## src/rtl/gru_seq_ctrl.sv

```systemverilog
// Sequence controller for a serial GRU step engine: input FIFO, recurrent h_reg,
// start/done stepping and valid/ready output. Watchdog enabled by GRU_SEQ_TIMEOUT_EN.
module gru_seq_ctrl #(
    parameter int                    DATA_WIDTH     = 32,
    parameter int                    GRU_UNITS      = 3,
    parameter int                    INPUT_FEATURES = 3,
    parameter int                    FIFO_DEPTH     = 4,
    parameter int                    CNT_WIDTH      = 16,
    parameter logic [CNT_WIDTH-1:0]  TIMEOUT_CYCLES = 16'd10000
) (
    input  logic                                 clk,
    input  logic                                 rst,
    input  logic                                 i_x_valid,
    output logic                                 o_x_ready,
    input  logic [INPUT_FEATURES*DATA_WIDTH-1:0] i_x_data,
    input  logic                                 i_x_last,
    input  logic                                 i_out_all,
    output logic                                 o_step_start,
    input  logic                                 i_step_done,
    output logic [INPUT_FEATURES*DATA_WIDTH-1:0] o_step_x,
    output logic [GRU_UNITS*DATA_WIDTH-1:0]      o_step_h_prev,
    input  logic [GRU_UNITS*DATA_WIDTH-1:0]      i_step_h_new,
    output logic                                 o_h_valid,
    input  logic                                 i_h_ready,
    output logic [GRU_UNITS*DATA_WIDTH-1:0]      o_h_data,
    output logic                                 o_h_last,
    output logic [CNT_WIDTH-1:0]                 o_step_idx,
    output logic                                 o_busy,
    output logic                                 o_err_timeout,
    input  logic                                 i_clr_err
);
    localparam int XW = INPUT_FEATURES * DATA_WIDTH;
    localparam int HW = GRU_UNITS * DATA_WIDTH;
    localparam int AW = $clog2(FIFO_DEPTH);
    localparam logic [AW:0] DEPTH_C = (AW+1)'(FIFO_DEPTH);

    typedef enum logic [2:0] {
        S_IDLE, S_START, S_WAIT_DONE, S_WAIT_ACK, S_EMIT, S_ABORT, S_DRAIN
    } state_t;

    state_t              state_reg, state_next;
    logic [XW-1:0]       x_reg, x_next;
    logic                last_reg, last_next;
    logic [HW-1:0]       h_reg, h_next;
    logic                start_reg, start_next;
    logic                h_valid_reg, h_valid_next;
    logic [HW-1:0]       h_data_reg, h_data_next;
    logic                h_last_reg, h_last_next;
    logic [CNT_WIDTH-1:0] idx_reg, idx_next;

    // FIFO of {last, x}
    logic [XW:0]   fifo_mem [FIFO_DEPTH];
    logic [AW-1:0] wr_ptr_reg, rd_ptr_reg;
    logic [AW:0]   count_reg;
    logic [XW:0]   fifo_head;
    logic          fifo_full, fifo_empty, push, pop;

    assign fifo_full  = (count_reg == DEPTH_C);
    assign fifo_empty = (count_reg == '0);
    assign o_x_ready  = !fifo_full && !rst;
    assign push       = i_x_valid && o_x_ready;
    assign fifo_head  = fifo_mem[rd_ptr_reg];

    always_ff @(posedge clk) begin
        if (push)
            fifo_mem[wr_ptr_reg] <= {i_x_last, i_x_data};
    end

    always_ff @(posedge clk) begin
        if (rst) begin
            wr_ptr_reg <= '0;
            rd_ptr_reg <= '0;
            count_reg  <= '0;
        end else begin
            if (push) wr_ptr_reg <= wr_ptr_reg + 1'b1;
            if (pop)  rd_ptr_reg <= rd_ptr_reg + 1'b1;
            case ({push, pop})
                2'b10:   count_reg <= count_reg + 1'b1;
                2'b01:   count_reg <= count_reg - 1'b1;
                default: count_reg <= count_reg;
            endcase
        end
    end

`ifdef GRU_SEQ_TIMEOUT_EN
    logic [CNT_WIDTH-1:0] timer_reg, timer_next;
    logic                 err_reg, err_next;
    logic                 abort_set;
`else
    logic unused_cfg;
    assign unused_cfg = ^{i_clr_err, TIMEOUT_CYCLES};
`endif

    always_comb begin
        state_next   = state_reg;
        x_next       = x_reg;
        last_next    = last_reg;
        h_next       = h_reg;
        start_next   = start_reg;
        h_valid_next = h_valid_reg;
        h_data_next  = h_data_reg;
        h_last_next  = h_last_reg;
        idx_next     = idx_reg;
        pop          = 1'b0;
`ifdef GRU_SEQ_TIMEOUT_EN
        timer_next   = timer_reg;
        abort_set    = 1'b0;
`endif
        case (state_reg)
            S_IDLE: begin
                if (!fifo_empty) begin
                    pop        = 1'b1;
                    x_next     = fifo_head[XW-1:0];
                    last_next  = fifo_head[XW];
                    state_next = S_START;
                end
            end
            S_START: begin
                start_next = 1'b1;
`ifdef GRU_SEQ_TIMEOUT_EN
                timer_next = '0;
`endif
                state_next = S_WAIT_DONE;
            end
            S_WAIT_DONE: begin
`ifdef GRU_SEQ_TIMEOUT_EN
                timer_next = timer_reg + 1'b1;
`endif
                if (i_step_done) begin
                    h_next     = i_step_h_new;
                    start_next = 1'b0;
                    state_next = S_WAIT_ACK;
                end
`ifdef GRU_SEQ_TIMEOUT_EN
                else if (timer_reg == TIMEOUT_CYCLES - 1'b1) begin
                    start_next = 1'b0;
                    abort_set  = 1'b1;
                    h_next     = '0;
                    idx_next   = '0;
                    state_next = S_ABORT;
                end
`endif
            end
            S_WAIT_ACK: begin
                if (!i_step_done) begin
                    if (i_out_all || last_reg) begin
                        h_data_next  = h_reg;
                        h_last_next  = last_reg;
                        h_valid_next = 1'b1;
                        state_next   = S_EMIT;
                    end else begin
                        idx_next   = idx_reg + 1'b1;
                        state_next = S_IDLE;
                    end
                end
            end
            S_EMIT: begin
                if (i_h_ready) begin
                    h_valid_next = 1'b0;
                    if (h_last_reg) begin
                        h_next   = '0;
                        idx_next = '0;
                    end else begin
                        idx_next = idx_reg + 1'b1;
                    end
                    state_next = S_IDLE;
                end
            end
`ifdef GRU_SEQ_TIMEOUT_EN
            S_ABORT: begin
                // engine must release done before the next start
                if (!i_step_done)
                    state_next = last_reg ? S_IDLE : S_DRAIN;
            end
            S_DRAIN: begin
                if (!fifo_empty) begin
                    pop = 1'b1;
                    if (fifo_head[XW])
                        state_next = S_IDLE;
                end
            end
`endif
            default: state_next = S_IDLE;
        endcase
`ifdef GRU_SEQ_TIMEOUT_EN
        // a same-cycle timeout wins over the clear request
        err_next = err_reg;
        if (abort_set)
            err_next = 1'b1;
        else if (i_clr_err)
            err_next = 1'b0;
`endif
    end

    always_ff @(posedge clk) begin
        if (rst) begin
            state_reg   <= S_IDLE;
            x_reg       <= '0;
            last_reg    <= 1'b0;
            h_reg       <= '0;
            start_reg   <= 1'b0;
            h_valid_reg <= 1'b0;
            h_data_reg  <= '0;
            h_last_reg  <= 1'b0;
            idx_reg     <= '0;
`ifdef GRU_SEQ_TIMEOUT_EN
            timer_reg   <= '0;
            err_reg     <= 1'b0;
`endif
        end else begin
            state_reg   <= state_next;
            x_reg       <= x_next;
            last_reg    <= last_next;
            h_reg       <= h_next;
            start_reg   <= start_next;
            h_valid_reg <= h_valid_next;
            h_data_reg  <= h_data_next;
            h_last_reg  <= h_last_next;
            idx_reg     <= idx_next;
`ifdef GRU_SEQ_TIMEOUT_EN
            timer_reg   <= timer_next;
            err_reg     <= err_next;
`endif
        end
    end

`ifdef GRU_SEQ_TIMEOUT_EN
    assign o_err_timeout = err_reg;
`else
    assign o_err_timeout = 1'b0;
`endif
    assign o_step_start  = start_reg;
    assign o_step_x      = x_reg;
    assign o_step_h_prev = h_reg;
    assign o_h_valid     = h_valid_reg;
    assign o_h_data      = h_data_reg;
    assign o_h_last      = h_last_reg;
    assign o_step_idx    = idx_reg;
    assign o_busy        = (state_reg != S_IDLE);
endmodule

```

## config.mk

```make
export PLATFORM = sky130hd
export DESIGN_NAME = gru_seq_ctrl
export DESIGN_NICKNAME = d
export VERILOG_FILES = /design/src/rtl/gru_seq_ctrl.sv
export SDC_FILE = /design/constraint.sdc
export NUM_CORES = 1
export LEC_CHECK = 0
export ABC_AREA = 1
export CORE_MARGIN = 2
export CORE_UTILIZATION = 45
export CTS_CLUSTER_SIZE = 30
export DETAILED_ROUTE_END_ITERATION = 10
export HOLD_SLACK_MARGIN = 0.06
export PLACE_DENSITY = 0.77
export SYNTH_ARGS = -nofsm -noshare
export SYNTH_HDL_FRONTEND = slang
export SYNTH_SLANG_ARGS = --single-unit
```

## constraint.sdc

```tcl
create_clock -name clk -period 19 [get_ports clk]
set_input_delay 5.7 -clock clk [delete_from_list [all_inputs] [get_ports clk]]
set_output_delay 5.7 -clock clk [all_outputs]
set_load 0.03 [all_outputs]
```

==> impl_results.md, run 1 <==
- Result of the run: finished clean
- Flip-flop and latch area: 18020 um2
- Number of synthesized flops with an enable pin: 388
- Number of cell instances on the worst register-to-register path: 10
- Global router's overall resource usage: 21.70%
- Number of buffers on the longest clock path: 3
- Proportion of synthesized flip-flops having asynchronous set or reset: 0%
- Number of antenna violations at the first check in global routing: 18
- Startpoint of the most critical hold path: o_h_data[61]
- Final antenna-violating net count: 0
- Postcts setup bufs: 0
- Internal power: 3.237 mW
- Detailed Routing Iterations Pass 1: 5
- Area of the die: between 60000 and 70000 um2
- Share of synthesized area occupied by flip-flops and latches: just under 70%
- Critical path's largest stage delay: 0.74 ns
- Number of placed instances, taps included: 3754
- Standard-cell row count: 88
- Register name with the most flops: fifo_mem
- Final count of pins violating max slew: 0
- Wire length per cell after detailed routing: about 18 um
- Data required, critical path: 13.30 ns
- Total detailed-routing wirelength: 68.30 mm
- Buffer and inverter count on the worst path: 2
- Tightest slew margin relative to the limit: 25.83%
- Clock tree from TritonCTS: built
- TritonCTS buffer count: 73
- Clock Sink Count: roughly 710
- Critical path fanouts, max: 13
- Endpoint kind of the worst setup timing path: output pin
- Start of the worst register-to-register path: state_reg[0]
- Most repeated library cell on the critical path: clkdlybuf4s50_1
- Combined area of the multi-input logic cells: just over 7000 um2
- Cts repair resizes: 0
- Setup skew after layout: approximately 0.024 ns
- Number of flip-flops under the largest register name: 388
- Final setup TNS: 0 ns
- Number of top-level pins: 510
- Worst Setup Slack post-DPL: 5.734 ns
- Launch point of the worst path: rst
- Synthesis-stage register bit count: 706
- GPL Wtd Cong: between 0.8 and 0.9
- Kind of cell adding the most delay to the critical path: buffers and inverters
- Count of non-filler cells in the finished layout: 3900
- First-pass GRT wire length: 102.5 mm
- Vias/cell: 5.117
- Die W: 246.2 um
- Starting utilization of the core area: 45.66%
- Net Count, Synth: 2838
- Share of total power in sequential cells: 39.4%
- Mapped Avg Cell Area: 10.03 um2
- Die height: 246.2 um
- Cells after synthesis: 2631
- Relative contribution of combinational cells to total power: roughly a third
- Clock share of power: 28.5%
- Count of buffers from port buffering: 507
- Core region area: 57810 um2
- Destination of the critical timing path: o_x_ready
- Maximum Capacitance Violations: 0
- Clock latency of the later-clocked register in the worst-skew pair: ~0.6 ns
- Fraction of layout cells with a size suffix above 1: under 10%
- Portion of synthesized cell area occupied by the leading cell type: 44.15%
- Number of failing setup endpoints in the final timing report: 0
- Distinct cells, synth: 30
- Synthesis-to-layout area growth: 30.33%
- Power density over cell area: about 150 nW/um2
- Number of levels in the clock H-tree: 3
- List of most frequent post-synthesis cells: 612 x nor2_1, 395 x o21ai_0, 388 x edfxtp_1
- Path type of the worst setup path: primary input to output pin
- Top achievable clock speed: 0.07538 GHz
- Reported net switching power: 1.792 mW
- Final Net Count: approximately 3300
- Top cells by area in the synthesized netlist: edfxtp_1 44%, dfxtp_1 24%, nor2_1 8.7%
- Top cell type by total area after synthesis: edfxtp_1
- Register-to-register path setup slack: 15.33 ns
- Detailed placement HPWL: approximately 40 mm
- RSZ-0062 raised after global routing: false
- Final total power: 5.029 mW
- Actual transition at the worst max-transition pin: 1.113 ns
- Most used flip-flop cell after synthesis: edfxtp_1
- Fin crit period: around 13 ns
- Cell depth of the worst setup path: 3
- Yosys synthesis warning count: 0
- Worst supply voltage drop on vdd: 0.1281 mV
- Final routed DRC violation total: 0
- Critical-path cell list: clkdlybuf4s50_1, a31oi_1, clkdlybuf4s50_1
- Total vias in the final route: 19960
- Cell area after synthesis: 26390 um2
- CP Launch Type: primary input
- Hold Fails Final Rpt: 0
- Dominant cell by count in the synthesized netlist: nor2_1
- Endpoint arrival time on the critical path: roughly 7.6 ns
- Maximum number of pins on one net before global-route repair: 111
- Worst hold path class: register to register
- Clock edge transition at the registers on the reported setup and hold paths: 0.06 ns
- Cell type of the slowest stage on the worst timing path: clkdlybuf4s50_1
- Leakage power: 12.34 nW
- # hold bufs at CTS: 0
- Post-route fraction of the period consumed by the critical path: 69.82%
- Clock tree root buffer cell: clkbuf_16
- Final worst slack: around 5.7 ns
- Starting DRT DRC Count: 1179
- Reg-to-reg endpoint: o_step_h_prev[82]
- Number of global-route vias before repair: 18700
- Net Sw Frac: between 30% and 40%
- Fillers: 4629
- Total congestion overflow after global routing: 0
worst min-delay path, stage by stage, from the launching register on:
cell     delay (ns)
dfxtp_1        0.30
inv_1          0.04
a21oi_1        0.05
area by class of cell:
class,count,share of cell area [%]
Clock buffer,100,5.882
Antenna cell,10,0.07275
Multi-Input combinational cell,1621,20.95
Tap cell,765,2.783
Timing Repair Buffer,528,15.21
Inverter,134,1.491
Sequential cell,706,52.39
Clock inverter,36,1.219
layout by cell type (no fill, tap or decap), types with 74 or more instances in the layout:
cell type	count
a21oi_1	120
clkbuf_16	74
clkdlybuf4s50_1	507
dfxtp_1	316
edfxtp_1	388
inv_1	128
nand2_1	345
nor2_1	608
o21ai_0	395
o22ai_1	97
power groups by stage:
stage / Combinational, mW / Sequential (mW) / Clock, mW
after global routing: 1.74 / 2.01 / 1.53
after CTS: 1.62 / 1.98 / 1.46
after detailed placement: 1.61 / 2.01 / 0
final: 1.61 / 1.98 / 1.44
after global placement: 1.58 / 2.00 / 0
after floorplan: 0.678 / 2.30 / 0
routing by layer:
layer	up-vias	wire (um)	global-route usage [%]
met1	9311	26150	25.41
met3	144	6350	6.449
li1	9747	-	-
met4	18	2415	10.00
met5	-	127	0
met2	735	33260	36.64
cell families (layout without fill, tap and decap cells):
group | after synthesis | in the layout | synth area share, %
fa+ha+maj | 7 | 7 | 0.3603
buf+inv | 304 | 798 | 4.689
xor+xnor | 3 | 3 | 0.09957
flops | 706 | 706 | 68.27
compound gates | 617 | 617 | 12.20
other cells | 1 | 11 | 0.01421
simple gates | 993 | 993 | 14.37
stage by stage:
step | cell area [um2] | hold slack, ns | util, %
floorplan | 26390 | 0.4431 | -
global placement | 31930 | 0.4312 | 55.24
detailed placement | 31930 | 0.4355 | 55.24
CTS | 34370 | 0.4442 | 59.46
global route | 34390 | 0.4526 | 59.49
finish | 34400 | 0.4411 | 59.51
how the worst min path moves through the flow:
stage | endpoint | slack, ns | cells past startpoint
2_1_floorplan | count_reg[2] | 0.44 | 1
3_3_place_gp | o_h_data[58] | 0.43 | 2
3_5_place_dp | o_h_data[67] | 0.44 | 2
4_1_cts | o_h_data[67] | 0.44 | 2
5_1_grt | o_h_data[73] | 0.45 | 2
6_report | o_h_data[61] | 0.44 | 2
Power figures use the tool's default switching activity.
==> inputs of run 2 (changes only) <==
--- a/config.mk
+++ b/config.mk
@@ -11,7 +11,7 @@
 export CTS_CLUSTER_SIZE = 30
 export DETAILED_ROUTE_END_ITERATION = 10
 export HOLD_SLACK_MARGIN = 0.06
-export PLACE_DENSITY = 0.77
+export PLACE_DENSITY = 0.8
 export SYNTH_ARGS = -nofsm -noshare
 export SYNTH_HDL_FRONTEND = slang
 export SYNTH_SLANG_ARGS = --single-unit
==> constraint.sdc (replaced) <==
create_clock -name clk -period 10.9 [get_ports clk]
set_input_delay 3.27 -clock clk [delete_from_list [all_inputs] [get_ports clk]]
set_output_delay 3.27 -clock clk [all_outputs]
set_load 0.03 [all_outputs]
==> run 2 against run 1 <==
Net effect: combinational power grew 76%; critical path depth is the same; first-iteration DRC count rose by 29%; via count increased by 0.83%; flip-flop and latch count unchanged; total power is 74% higher; global-route usage fell by 0.25 points; clock skew fell by 0.0069 ns; final area is 0.13% lower.
==> impl_results.md, run 2 (synthesized netlist as in run 1, its figures left out) <==
- Global router's overall resource usage: 21.45%
- Cts repair resizes: 0
- Final total power: 8.744 mW
- Number of antenna violations at the first check in global routing: 8
- Fraction of layout cells with a size suffix above 1: 4.650%
- Worst hold path class: register to register
- Final Net Count: 3268
- Tightest slew margin relative to the limit: 21.94%
- Number of flip-flops under the largest register name: 388
- Total vias in the final route: 20120
- Critical path fanouts, max: 13
- Post-route cell area: about 34000 um2
- Uppermost routed layer: met5
- Clock latency of the later-clocked register in the worst-skew pair: about 0.6 ns
- Starting DRT DRC Count: 1524
- GPL Wtd Cong: approximately 0.82
- Result of the run: finished clean
- Reported net switching power: 3.117 mW
- Routed met3 length: about 6.1 mm
- Most common library cell in the layout ignoring fill and taps: nor2_1
- Kind of cell adding the most delay to the critical path: buffers and inverters
- Total detailed-routing wirelength: slightly below 70 mm
- Synthesis-to-layout area growth: 30.16%
- Net Sw Frac: 35.65%
- Detailed placement HPWL: 39.32 mm
- Clock share of power: 28.3%
- Endpoint kind of the worst setup timing path: output pin
- Share of total power in sequential cells: roughly two fifths
- Critical path's largest stage delay: 0.75 ns
- # hold bufs at CTS: 0
- Post-route fraction of the period consumed by the critical path: 76.91%
- Detailed Routing Iterations Pass 1: 5
- Wire length per cell after detailed routing: 17.41 um
- Buffer and inverter count on the worst path: 2
- Clock tree from TritonCTS: built
- Hold Fails Final Rpt: 0
- Final routed DRC violation total: 0
- Dpl cell area: 31950 um2
- Final setup TNS: 0 ns
- Die W: 246.2 um
- Starting utilization of the core area: 45.66%
- Worst supply voltage drop on vdd: 0.2046 mV
- Fin crit period: 8.383 ns
- CP Launch Type: primary input
- Leakage power: ~12 nW
- Clock tree root buffer cell: clkbuf_16
- Relative contribution of combinational cells to total power: 32.5%
- Internal power: between 5 and 6 mW
- Total congestion overflow after global routing: 0
- Maximum number of pins on one net before global-route repair: 193
- Maximum Capacitance Violations: 0
- Final count of pins violating max slew: 0
- Clock Sink Count: 706
- Setup skew after layout: roughly 0.018 ns
- Final antenna-violating net count: 0
- TritonCTS buffer count: 71
- Postcts setup bufs: 0
- Detailed-route wire length on metal 1: between 20 and 30 mm
- Count of buffers from port buffering: roughly 510
- Actual transition at the worst max-transition pin: 1.171 ns
- Vias/cell: 5.178
- Core region area: roughly 58000 um2
- RSZ-0062 raised after global routing: false
- Area of the die: 60600 um2
- Register name with the most flops: fifo_mem
- Number of failing setup endpoints in the final timing report: 0
- Most repeated library cell on the critical path: clkdlybuf4s50_1
- Number of global-route vias before repair: 18940
- Data required, critical path: 7.63 ns
- Power density over cell area: 254.5 nW/um2
- Worst hold slack: 0.4428 ns
- Number of buffers on the longest clock path: 3
- Endpoint arrival time on the critical path: 5.11 ns
- Top achievable clock speed: about 0.12 GHz
- Critical-path cell list: clkdlybuf4s50_1, a31oi_1, clkdlybuf4s50_1
- Number of levels in the clock H-tree: 3
- Cell type of the slowest stage on the worst timing path: clkdlybuf4s50_1
- Die height: 246.2 um
- Commonest non-fill, non-tap cells in the layout: 608 x nor2_1, 507 x clkdlybuf4s50_1, 395 x o21ai_0
- Routed length on met2: 33.43 mm
- Path type of the worst setup path: primary input to output pin
- Number of top-level pins: 510
- Standard-cell row count: 88
- First-pass GRT wire length: 102.5 mm
- Clock edge transition at the registers on the reported setup and hold paths: 0.06 ns
[run 2: worst reg2reg max path: stages, from the launching register on]
cell	delay [ns]
dfxtp_1	0.40
inv_1	0.08
a31oi_1	0.19
nand2_1	0.39
nor2_4	0.18
buf_4	0.54
buf_4	0.87
[run 2: layout make-up]
cell class / count / area [um2]
fill: 4589 / 23450
sequential: 706 / 18020
multi-input combinational: 1621 / 7206
timing repair buffer: 527 / 5250
clock buffer: 97 / 1999
tap: 765 / 957.2
inverter: 134 / 513.0
clock inverter: 33 / 396.6
antenna: 3 / 7.507
[run 2: power by group through the flow]
stage	Sequential (mW)	Combinational, mW	Clock (mW)
2_1_floorplan	4.01	1.18	0
3_3_place_gp	3.47	2.77	0
3_5_place_dp	3.47	2.81	0
4_1_cts	3.43	2.84	2.51
5_1_grt	3.47	3.07	2.62
6_report	3.43	2.84	2.48
[run 2: routing by layer]
metal	vias to the layer above	track usage, %
met1	9427	25.69
met2	831	36.81
li1	9715	-
met5	-	0
met3	136	5.436
met4	12	8.734
[run 2: worst paths after layout]
| path | slack (ns) | end | cells after the start | from |
|---|---|---|---|---|
| setup / recovery | 2.52 | o_x_ready | 3 | rst |
| hold / removal | 0.44 | o_h_data[61] | 2 | o_h_data[61] |
| setup reg to reg | 7.86 | fifo_mem[2][32] | 6 | count_reg[0] |
| hold reg to reg | 0.44 | o_h_data[61] | 2 | o_h_data[61] |
[run 2: per-stage QoR]
| step | setup slack, ns | util [%] | instances |
|---|---|---|---|
| floorplan | 2.066 | - | 2631 |
| global placement | 2.520 | 55.27 | 3753 |
| detailed placement | 2.521 | 55.27 | 3753 |
| CTS | 2.497 | 59.41 | 3883 |
| global route | 2.416 | 59.42 | 3884 |
| finish | 2.517 | 59.43 | 3886 |
==> inputs of run 3 (changes only) <==
--- a/config.mk
+++ b/config.mk
@@ -11,7 +11,7 @@
 export CTS_CLUSTER_SIZE = 30
 export DETAILED_ROUTE_END_ITERATION = 10
 export HOLD_SLACK_MARGIN = 0.06
-export PLACE_DENSITY = 0.8
+export PLACE_DENSITY = 0.77
 export SYNTH_ARGS = -nofsm -noshare
 export SYNTH_HDL_FRONTEND = slang
 export SYNTH_SLANG_ARGS = --single-unit
==> constraint.sdc (replaced) <==
create_clock -name clk -period 7.99 [get_ports clk]
set_input_delay 2.397 -clock clk [delete_from_list [all_inputs] [get_ports clk]]
set_output_delay 2.397 -clock clk [all_outputs]
set_load 0.03 [all_outputs]
==> run 3 against run 2 <==
Net effect: first-iteration DRC count is 13% lower; sequential power is 38% higher; register-to-register slack worse by 2.9 ns; critical endpoint unchanged.
==> impl_results.md, run 3 (synthesized netlist as in run 1, its figures left out) <==
- Clock latency of the later-clocked register in the worst-skew pair: around 0.63 ns
- Maximum Capacitance Violations: 0
- Data required, critical path: 5.59 ns
- Hold Fails Final Rpt: 0
- Fin crit period: 6.584 ns
- Number of failing setup endpoints in the final timing report: 0
- Register name with the most flops: fifo_mem
- Tightest slew margin relative to the limit: 28.63%
- Vias/cell: ~5.1
- Final routed DRC violation total: 0
- Starting DRT DRC Count: 1327
- Final worst slack: 1.406 ns
- Commonest non-fill, non-tap cells in the layout: 608 x nor2_1, 507 x clkdlybuf4s50_1, 395 x o21ai_0
- GPL Wtd Cong: 0.7941
- Total congestion overflow after global routing: 0
- Most common library cell in the layout ignoring fill and taps: nor2_1
- Critical path fanouts, max: 13
- Number of antenna violations at the first check in global routing: 15
- Synthesis-to-layout area growth: 30.77%
- Path type of the worst setup path: primary input to output pin
- Endpoint kind of the worst setup timing path: output pin
- Cts repair resizes: 0
- Number of placed instances, taps included: 3754
- Standard-cell row count: 88
- Post-route fraction of the period consumed by the critical path: between 80 and 90%
- Power density over cell area: ~350 nW/um2
- Detailed placement HPWL: 40.38 mm
- Final Net Count: 3269
- Count of non-filler cells in the finished layout: 3890
- Setup skew after layout: 0.02365 ns
- Actual transition at the worst max-transition pin: approximately 1.1 ns
- Die height: 246.2 um
- Maximum number of pins on one net before global-route repair: 162
- Total vias in the final route: 19890
- Starting utilization of the core area: 45.66%
- CP Launch Type: primary input
- Post-route cell area: 34510 um2
- Top achievable clock speed: 0.1519 GHz
- Number of buffers on the longest clock path: 3
- Wire length per cell after detailed routing: around 17 um
- Final total power: 12.00 mW
- Die W: around 250 um
- Worst hold path class: register to register
- Worst Setup Slack post-DPL: ~1.4 ns
- Clock Sink Count: roughly 700
- # hold bufs at CTS: 0
- Leakage power: 12.38 nW
- Global router's overall resource usage: 21.73%
- First-pass GRT wire length: 102.9 mm
- Final setup TNS: 0 ns
- Detailed Routing Iterations Pass 1: 5
- Result of the run: finished clean
- Clock tree root buffer cell: clkbuf_16
- Clock edge transition at the registers on the reported setup and hold paths: around 0.060 ns
- Area of the die: 60600 um2
- Count of buffers from port buffering: 507
- Clock tree from TritonCTS: built
- Total detailed-routing wirelength: approximately 68 mm
- Number of global-route vias before repair: 18730
- Postcts setup bufs: 0
- Fraction of layout cells with a size suffix above 1: 4.973%
- RSZ-0062 raised after global routing: false
- Core region area: approximately 58000 um2
- Number of flip-flops under the largest register name: 388
- Final antenna-violating net count: 0
- Endpoint arrival time on the critical path: approximately 4.2 ns
- TritonCTS buffer count: 71
- Number of top-level pins: 510
- Number of levels in the clock H-tree: 3
- Worst supply voltage drop on vdd: 0.3137 mV
- Final count of pins violating max slew: 0
- Fillers: around 4600
- Dpl cell area: 32010 um2
run 3: cell types whose count changed in the layout (fill, tap and decap cells not counted), sizes merged:
cell,before,now
clkinv,23,18
diode,3,8
clkbuf,97,101
buf,20,21
bufinv,6,5
clkinvlp,3,2
inv,135,136
run 3: layer usage:
metal	global-route usage, %	share of wire, %	vias up
li1	-	-	9715
met1	26.06	39	9284
met2	35.59	48	738
met3	7.004	9.5	140
met4	9.947	4.0	16
met5	0	0.17	-
run 3: worst max-delay path, stage by stage:
cell	delay, ns
clkdlybuf4s50_1	0.70
a31oi_1	0.34
clkdlybuf4s50_1	0.75
run 3: final timing paths:
path	slack, ns	endpoint	depth (start not counted)	startpoint
setup / recovery	1.41	o_x_ready	3	rst
hold / removal	0.44	o_h_data[15]	2	o_h_data[15]
setup reg to reg	5.01	o_step_h_prev[41]	9	state_reg[0]
hold reg to reg	0.44	o_h_data[15]	2	o_h_data[15]
run 3: report_power, final:
part / internal, mW / total [mW] / leakage, nW / switching, mW
registers: 4.35 / 4.73 / 6.12 / 0.382
clock network: 2.04 / 3.46 / 1.22 / 1.42
logic: 1.35 / 3.81 / 5.04 / 2.46
total: 7.74 / 12.0 / 12.4 / 4.26
run 3: area by class of cell:
type | instances | area (um2) | share of cell area, %
sequential | 706 | 18020 | 52.22
antenna | 8 | 20.02 | 0.05800
inverter | 134 | 513.0 | 1.486
tap | 765 | 957.2 | 2.773
clock buffer | 101 | 2125 | 6.156
timing repair buffer | 528 | 5308 | 15.38
multi-input combinational | 1621 | 7206 | 20.88
clock inverter | 27 | 364.1 | 1.055
run 3: stage by stage:
stage | hold slack [ns] | utilization, %
finish | 0.4411 | 59.71
global placement | 0.4309 | 55.37
floorplan | 0.4431 | -
global route | 0.4565 | 59.69
detailed placement | 0.4355 | 55.37
CTS | 0.4444 | 59.67
